[src/rtl/dvp_pkg.sv]
// rtl/dvp_pkg.sv - shared types and helpers for the DVP RGB565 capture front end
package dvp_pkg;

    localparam int X_BITS = 11;
    localparam int Y_BITS = 10;

    typedef enum logic [1:0] {
        WAIT_FRAME = 2'd0,
        SKIP       = 2'd1,
        ACTIVE     = 2'd2
    } dvp_state_t;

    typedef struct packed {
        logic [4:0] r5;
        logic [5:0] g6;
        logic [4:0] b5;
    } rgb565_t;

    function automatic logic [X_BITS-1:0] sat_inc_x(input logic [X_BITS-1:0] v);
        return (&v) ? v : v + X_BITS'(1);
    endfunction

    function automatic logic [Y_BITS-1:0] sat_inc_y(input logic [Y_BITS-1:0] v);
        return (&v) ? v : v + Y_BITS'(1);
    endfunction

endpackage

[src/rtl/dvp_byte_pair.sv]
// rtl/dvp_byte_pair.sv - href-gated byte pairing into RGB565 pixels with odd-byte detect
module dvp_byte_pair
    import dvp_pkg::*;
#(
    parameter int HI_FIRST = 1
) (
    input  logic       clk,
    input  logic       rstn,
    input  logic       en,
    input  logic       href,
    input  logic [7:0] data,
    output logic       pix_valid,
    output rgb565_t    pix_data,
    output logic       odd_byte
);

    logic       phase;
    logic [7:0] lat;

    // phase still high once href has dropped means the line ended on a dangling byte
    assign odd_byte = en & ~href & phase;

    always_ff @(posedge clk or negedge rstn) begin
        if (!rstn) begin
            phase     <= 1'b0;
            lat       <= '0;
            pix_valid <= 1'b0;
            pix_data  <= '0;
        end else begin
            pix_valid <= 1'b0;
            if (en && href) begin
                if (!phase) begin
                    lat   <= data;
                    phase <= 1'b1;
                end else begin
                    phase     <= 1'b0;
                    pix_valid <= 1'b1;
                    pix_data  <= (HI_FIRST != 0) ? {lat, data} : {data, lat};
                end
            end else begin
                phase <= 1'b0;
            end
        end
    end

endmodule

[src/rtl/dvp_rgb565_capture.sv]
// rtl/dvp_rgb565_capture.sv - DVP capture top: FSM, x/y counters, error flags; DVP_CAPTURE_STATS_EN adds size stats
module dvp_rgb565_capture
    import dvp_pkg::*;
#(
    parameter int SKIP_FRAMES = 10,
    parameter int H_ACT       = 1280,
    parameter int V_ACT       = 720,
    parameter int HI_FIRST    = 1
) (
    input  logic              clk,
    input  logic              rstn,
    input  logic              i_vsync,
    input  logic              i_href,
    input  logic [7:0]        i_data,
    output logic              o_vsync,
    output logic              o_href,
    output logic              o_valid,
    output logic [15:0]       o_data,
    output logic [X_BITS-1:0] o_x,
    output logic [Y_BITS-1:0] o_y,
    output logic [15:0]       o_frame_cnt,
    output logic              o_line_err,
    output logic              o_frame_err
`ifdef DVP_CAPTURE_STATS_EN
    ,
    output logic [X_BITS-1:0] o_last_width,
    output logic [Y_BITS-1:0] o_last_height
`endif
);

    dvp_state_t state, state_n;
    logic [15:0] skip_cnt, skip_n;

    logic       vsync_d, vsync_d2, href_d, href_d2;
    logic [7:0] data_d;
    logic [1:0] arm;

    logic        pix_valid, odd_byte;
    rgb565_t     pix_data;
    logic [X_BITS-1:0] x_cnt, line_px;
    logic [Y_BITS-1:0] y_cnt, frame_lines;

    logic active, vsync_rise, href_rise, href_fall, line_end, line_bad, frame_end;

    // arm keeps the reset value of the delayed copy from faking an edge on reset exit
    always_ff @(posedge clk or negedge rstn) begin
        if (!rstn) begin
            vsync_d  <= 1'b0;
            vsync_d2 <= 1'b0;
            href_d   <= 1'b0;
            href_d2  <= 1'b0;
            data_d   <= '0;
            arm      <= '0;
        end else begin
            vsync_d  <= i_vsync;
            vsync_d2 <= vsync_d;
            href_d   <= i_href;
            href_d2  <= href_d;
            data_d   <= i_data;
            arm      <= {arm[0], 1'b1};
        end
    end

    assign active     = (state == ACTIVE);
    assign vsync_rise = arm[1] & vsync_d & ~vsync_d2;
    assign href_rise  = arm[1] & href_d & ~href_d2;
    assign href_fall  = arm[1] & ~href_d & href_d2;
    assign line_end   = active & href_fall;
    assign frame_end  = active & vsync_rise;

    // the last pixel of a line is still in flight when href falls, so count it here
    assign line_px     = pix_valid ? sat_inc_x(x_cnt) : x_cnt;
    assign line_bad    = line_end & (odd_byte | (line_px != X_BITS'(H_ACT)));
    assign frame_lines = line_end ? sat_inc_y(y_cnt) : y_cnt;

    assign o_vsync = vsync_d2;
    assign o_href  = href_d2 & active;

    dvp_byte_pair #(.HI_FIRST(HI_FIRST)) u_pair (
        .clk       (clk),
        .rstn      (rstn),
        .en        (active),
        .href      (href_d),
        .data      (data_d),
        .pix_valid (pix_valid),
        .pix_data  (pix_data),
        .odd_byte  (odd_byte)
    );

    always_ff @(posedge clk or negedge rstn) begin
        if (!rstn) begin
            state    <= WAIT_FRAME;
            skip_cnt <= '0;
        end else begin
            state    <= state_n;
            skip_cnt <= skip_n;
        end
    end

    always_comb begin
        state_n = state;
        skip_n  = skip_cnt;
        case (state)
            WAIT_FRAME: begin
                if (vsync_rise) begin
                    skip_n  = '0;
                    state_n = (SKIP_FRAMES == 0) ? ACTIVE : SKIP;
                end
            end
            SKIP: begin
                if (vsync_rise) begin
                    skip_n = skip_cnt + 16'd1;
                    if (skip_n == 16'(SKIP_FRAMES)) begin
                        state_n = ACTIVE;
                    end
                end
            end
            default: ;
        endcase
    end

    always_ff @(posedge clk or negedge rstn) begin
        if (!rstn) begin
            x_cnt       <= '0;
            y_cnt       <= '0;
            o_valid     <= 1'b0;
            o_data      <= '0;
            o_x         <= '0;
            o_y         <= '0;
            o_frame_cnt <= '0;
            o_line_err  <= 1'b0;
            o_frame_err <= 1'b0;
        end else begin
            if (href_rise) begin
                x_cnt <= '0;
            end else if (pix_valid) begin
                x_cnt <= sat_inc_x(x_cnt);
            end
            if (vsync_rise) begin
                y_cnt <= '0;
            end else if (line_end) begin
                y_cnt <= sat_inc_y(y_cnt);
            end
            o_valid <= pix_valid;
            if (pix_valid) begin
                o_data <= pix_data;
                o_x    <= x_cnt;
                o_y    <= y_cnt;
            end
            if (frame_end) begin
                o_frame_cnt <= o_frame_cnt + 16'd1;
                o_frame_err <= (frame_lines != Y_BITS'(V_ACT));
            end
            // a line closing in the same cycle as vsync rise reports into the new frame
            o_line_err <= (o_line_err & ~vsync_rise) | line_bad;
        end
    end

`ifdef DVP_CAPTURE_STATS_EN
    always_ff @(posedge clk or negedge rstn) begin
        if (!rstn) begin
            o_last_width  <= '0;
            o_last_height <= '0;
        end else begin
            if (line_end) begin
                o_last_width <= line_px;
            end
            if (frame_end) begin
                o_last_height <= frame_lines;
            end
        end
    end
`endif

endmodule

[config.mk]
export PLATFORM = sky130hd
export DESIGN_NAME = dvp_rgb565_capture
export DESIGN_NICKNAME = d
export VERILOG_FILES = /design/src/rtl/dvp_pkg.sv /design/src/rtl/dvp_byte_pair.sv /design/src/rtl/dvp_rgb565_capture.sv
export SDC_FILE = /design/constraint.sdc
export NUM_CORES = 1
export LEC_CHECK = 0
export CAP_MARGIN = 20
export CELL_PAD_IN_SITES_DETAIL_PLACEMENT = 1
export CELL_PAD_IN_SITES_GLOBAL_PLACEMENT = 1
export CORE_MARGIN = 2
export CORE_UTILIZATION = 48
export DETAILED_ROUTE_END_ITERATION = 6
export PLACE_DENSITY_LB_ADDON = 0.1
export SETUP_SLACK_MARGIN = 0.2
export SYNTH_ARGS = -nofsm -noshare
export SYNTH_HDL_FRONTEND = slang
export SYNTH_SLANG_ARGS = --single-unit
[constraint.sdc]
create_clock -name clk -period 3.2 [get_ports clk]
set_input_delay 0.48 -clock clk [delete_from_list [all_inputs] [get_ports clk]]
set_output_delay 0.48 -clock clk [all_outputs]
set_load 0.1 [all_outputs]
After elaboration in Yosys (flattened, before gate mapping)
Cells that the tools add are included.

storage, ports and cells
  register bits after elaboration = 135
  input port bits = 12
  output and inout port bits = 58
  word-level logic and storage cells = 81

operators by class
  $add $sub $neg = 4
  equality and inequality tests = 8
  multiplexer cells = 17
  bitwise logic cells = 20
  reduce and logical (&&, ||, !) cells = 9

operators with widths
  kind                                                   count
  2-to-1 mux 11 bit                                      3
  adder 16 x 1 -> 16 bit (second input constant)         2
  2-to-1 mux 16 bit                                      2
  case mux 16 bit (2 select lines)                       1
  2-to-1 mux 10 bit                                      3
  equality test 16 x 4 -> 1 bit (second input constant)  1
  AND 1 bit                                              13
  adder 11 x 1 -> 11 bit (second input constant)         1
  inequality test 11 bit (second input constant)         1
  AND reduction 11 bit                                   1
  adder 10 x 1 -> 10 bit (second input constant)         1
  inequality test 10 bit (second input constant)         1
  AND reduction 10 bit                                   1
  2-to-1 mux 2 bit                                       3
  inequality test 2 bit (second input constant)          3
  inverter 1 bit                                         5
  2-to-1 mux 1 bit                                       4
  case mux 2 bit (2 select lines)                        1
  AND reduction 2 bit                                    2
  AND reduction 4 bit                                    1
  AND reduction 3 bit                                    1
  equality test 2 x 1 -> 1 bit (second input constant)   1
  equality test 2 bit (second input constant)            1
  zero test 2 bit                                        1
  other kinds (3)                                        4

Longest topological paths before layout
  depth in word-level cells = 7
  mapped depth = 7
  gate-level depth less buffers = 6

By module
Synthesis repeated with hierarchy kept, for this count alone.

second synthesis, totals
  cell total of the unflattened synthesis = 525
  area total of the unflattened synthesis = 6188.4 sq um

modules (own cells, without submodules)
  module              times used  cells each  area an instance (sq um)  seq. area each (sq um)
  dvp_rgb565_capture  1           468         5178.7                    2727.6
  dvp_byte_pair       1           57          1009.7                    650.6

Least setup slack after synthesis
Ideal clock, no wire load.

  kind = register to register
  start point = register vsync_d2 (netlist: o_vsync)
  end point = register o_frame_cnt[6]
  setup time = 158 ps
  data arrival time = 2123 ps
  required time = 3042 ps
  path slack = 919 ps
  stages on the path, launching flop included = 7
  path buffers = 1
  period minus slack after synthesis = 2281 ps
  path through = dfrtp_1 -> nand3b_1 -> nor3_2 -> and3_1 -> clkbuf_1 -> nand4_1 -> xnor2_1

on the way
  cells in the longest elaborated chain, start to end = 3

RTL lines
  element                   line                       RTL
  start: declaration        dvp_rgb565_capture.sv:34   logic vsync_d, vsync_d2, href_d, href_d2;
  start signal: assignment  dvp_rgb565_capture.sv:56   vsync_d2 <= vsync_d;
  inverter 1 bit            dvp_rgb565_capture.sv:65   assign vsync_rise = arm[1] & vsync_d & ~vsync_d2;
  AND 1 bit                 dvp_rgb565_capture.sv:65
  AND 1 bit                 dvp_rgb565_capture.sv:69   assign frame_end = active & vsync_rise;
  end signal: assignment    dvp_rgb565_capture.sv:151  o_frame_cnt <= o_frame_cnt + 16'd1;
  end: declaration          dvp_rgb565_capture.sv:21   output logic [15:0] o_frame_cnt,

No other way between the ends.
A chain may end at the register's enable or synchronous reset.

Worst setup path after layout
  start point = register o_data[6]
  end point = output port o_data[6]

RTL lines
  element                   line                       RTL
  start: declaration        dvp_rgb565_capture.sv:18   output logic [15:0] o_data,
  start signal: assignment  dvp_rgb565_capture.sv:146  o_data <= pix_data;

No word-level cell between the ends.

==> impl_metrics.env <==
export IMPL_drt_first_iter_violations=221
export IMPL_num_io_pins=70
export IMPL_place_congestion=0.893
export IMPL_synth_top_flop_cell="dfrtp_1"
export IMPL_irDropWorstVdd_mv=0.352
export IMPL_slew_violations=0
export IMPL_critPathSlowestCell="clkdlybuf4s50_1"
export IMPL_die_w_microns=117
export IMPL_hold_buffers=0
export IMPL_drc=0
export IMPL_portBuffers=69
export IMPL_finalNonFillerCells=779
export IMPL_wl_per_cell_microns=18.0
export IMPL_place_area_sq_um=6810
export IMPL_n_antenna_cell=0
export IMPL_clk_pin_slew_ps=60
export IMPL_synth_edf_count=0
export IMPL_worstPathCellList="clkdlybuf4s50_1"
export IMPL_yosysUniqueCellTypes=62
export IMPL_final_util_pct=58.9
export IMPL_synthCells=527
export IMPL_m1WireLength_mm=6.22
export IMPL_max_stage_delay_ps=1150
export IMPL_cts_buffers=17
export IMPL_p_sw_uw=992
export IMPL_post_synth_instance_area_sq_um=6080
export IMPL_cts_buffer_depth=2
export IMPL_setup_violations_final=0
export IMPL_cts_sinks=135
export IMPL_die_h_microns=117
export IMPL_syn_nets=544
export IMPL_rsz0062_at_grt="false"
export IMPL_die_area_sq_um=13600
export IMPL_grt_pass1_vias=4532
export IMPL_power_density_nw_per_um2=534
export IMPL_status="finished, final reports clean"
export IMPL_hold_class="primary input to async pin"
export IMPL_vias_per_cell=5.60
export IMPL_max_cap_violations=0
export IMPL_dr_max_layer_used="met4"
export IMPL_grt_pass1_wl_mm=23.1
export IMPL_routed_wl_mm=14.0
export IMPL_finalClockSkew_ps=7.31
export IMPL_layout_common_cells="dfrtp_1 (135), mux2_2 (63), nand2_1 (41)"
export IMPL_final_nets=612
export IMPL_p_leak_uw=0.00346
export IMPL_clkPwrFrac_pct=47.2
export IMPL_async_flop_share_pct=100
export IMPL_critPathTopFamily="buffers and inverters"
export IMPL_clock_fmax_ghz=0.414
export IMPL_clk_latency_ps=420
export IMPL_path_class="register to output pin"
export IMPL_finalPower_uw=3940
export IMPL_ant_nets=0
export IMPL_synth_warnings=0
export IMPL_hold_violations=0
export IMPL_setup_worst_path_end_class="output pin"
export IMPL_grt_remaining_overflow=0
export IMPL_wl_met3_microns=560
export IMPL_grt_max_degree=75
export IMPL_row_count=41
export IMPL_reg2regPathDepth=5
export IMPL_grt_usage_pct=22.2
export IMPL_core_sq_um=12500
export IMPL_hpwl_mm=9.26
export IMPL_crit_fanout=2
export IMPL_syn_to_final_growth_pct=21.2
export IMPL_drive_gt1_share_pct=23.9
export IMPL_cts_root_buffer="clkbuf_16"
export IMPL_fin_crit_sh_pct=75.6
export IMPL_post_cts_repair_setup_buffers=0
export IMPL_wl_met2_mm=7.02
export IMPL_cts_tree="done"
export IMPL_cp_depth=1
export IMPL_dr_pass1_iters=7
export IMPL_mostFrequentLayoutCell="dfrtp_1"
export IMPL_start_util_pct=48.6
export IMPL_p_comb_share_pct=6.6
export IMPL_dpl_cell_count=748
export IMPL_cp_num_buf_inv=1
export IMPL_setup_tns_ps=0
export IMPL_required_ps=2720
export IMPL_syn_avg_cell_area_sq_um=11.5
export IMPL_fin_area_sq_um=7370
export IMPL_sw_frac_of_total_pct=25.2
export IMPL_internal_power_uw=2950
export IMPL_worst_slew_pin_slew_ps=995
export IMPL_yosysSeqAreaShare_pct=55.6
export IMPL_vias=4364
export IMPL_crit_arrival_ps=1940
export IMPL_ys_seq_elements=135
export IMPL_max_slew_margin_rel_pct=33.5
export IMPL_antenna_found_initial=0
export IMPL_cts_resized=0
export IMPL_htreeDepth=4
export IMPL_seq_power_share_pct=46.1
export IMPL_critPathLaunchType="register"
export IMPL_post_route_min_period_ps=2420
[power groups by stage]
stage / sequential [uW] / clock [uW] / combinational, uW
2_1_floorplan: 1820 / 0 / 193
3_3_place_gp: 1840 / 0 / 252
3_5_place_dp: 1850 / 0 / 263
4_1_cts: 1820 / 1910 / 267
5_1_grt: 1830 / 1970 / 295
6_report: 1820 / 1860 / 261
[synth_stat cells (2+ instances only)]
master	number	area share, %
clkbuf_8	3	0.68
nand4_1	9	0.93
dfrtp_1	135	56
inv_1	11	0.68
nor2b_1	4	0.41
nor3_1	16	1.3
nor3b_1	2	0.25
and4_1	8	1.2
buf_2	2	0.16
o211ai_1	2	0.25
a21oi_1	15	1.2
nor4_1	6	0.62
a41oi_1	2	0.29
nor2_1	40	2.5
and3_1	10	1.0
o22ai_1	4	0.41
a2111oi_0	2	0.29
a211oi_1	3	0.37
o31ai_1	3	0.37
o21ai_0	17	1.4
ha_1	5	1.0
mux2_2	63	12
nand3_1	22	1.8
nand3b_1	2	0.25
clkbuf_1	14	0.86
clkbuf_2	2	0.16
xnor2_1	12	1.7
and2_1	4	0.41
or2_2	2	0.21
or3_1	5	0.51
buf_4	2	0.25
a31oi_1	9	0.93
nand2_1	41	2.5
xor2_1	15	2.2
mux2i_1	7	1.2
a22o_1	2	0.29
[layout make-up]
class | instances | area [sq um]
Clock buffer | 19 | 443
Clock inverter | 12 | 120
Fill cell | 1372 | 5150
Inverter | 11 | 41.3
Multi-Input combinational cell | 357 | 2520
Sequential cell | 135 | 3380
Tap cell | 172 | 215
Timing Repair Buffer | 73 | 652
[cells by family (layout without fill, tap and decap cells)]
| kind of cell | after synthesis | in the layout | share of synthesized area (%) |
|---|---|---|---|
| AO/OA/AOI/OAI | 70 | 70 | 7.51 |
| flip-flops | 135 | 135 | 55.6 |
| buffers and inverters | 35 | 115 | 2.98 |
| AND/OR/NAND/NOR | 184 | 184 | 16.2 |
| XOR/XNOR | 27 | 27 | 3.89 |
| adder cells (fa/ha/maj) | 5 | 5 | 1.03 |
| multiplexers | 70 | 70 | 12.8 |
| other | 1 | 1 | 0.0617 |
[routing by layer]
| layer | GRT usage (%) | vias to the layer above |
|---|---|---|
| met5 | 0 | - |
| met4 | 7.69 | 0 |
| met3 | 6.23 | 21 |
| met2 | 36.8 | 88 |
| met1 | 28.3 | 2224 |
| li1 | - | 2031 |
[registers in the layout, indices dropped and copies added, names as in the netlist]
| name | count |
|---|---|
| href_d | 1 |
| o_frame_err | 1 |
| arm | 2 |
| o_line_err | 1 |
| vsync_d | 1 |
| o_y | 10 |
| u_pair.phase | 1 |
| o_x | 11 |
| y_cnt | 10 |
| data_d | 8 |
| skip_cnt | 16 |
| o_valid | 1 |
| state | 2 |
| o_data | 16 |
| o_frame_cnt | 16 |
| x_cnt | 11 |
| u_pair.pix_valid | 1 |
| o_vsync | 1 |
| u_pair.pix_data | 16 |
| href_d2 | 1 |
| u_pair.lat | 8 |
[path summary, 6_finish.rpt]
check	startpoint	endpoint	slack (ps)
worst max-delay path	o_data[6]$_DFFE_PN0P_	o_data[6]	780
worst min-delay path	rstn	y_cnt[7]$_DFF_PN0_	90
worst max register to register	state[0]$_DFFE_PN0P_	o_frame_err$_DFFE_PN0P_	810
worst min register to register	arm[0]$_DFF_PN0_	arm[1]$_DFF_PN0_	350
max in group asynchronous	rstn	o_x[6]$_DFFE_PN0P_	2350
min in group clk	arm[0]$_DFF_PN0_	arm[1]$_DFF_PN0_	350
[metrics by stage]
stage               worst slack (ps)  hold WS [ps]
finish                           782          85.3
global route                     696           138
CTS                              759           107
detailed placement               874           336
global placement                 982           336
floorplan                        919           184
No activity file was read; power rests on OpenSTA's default activity.
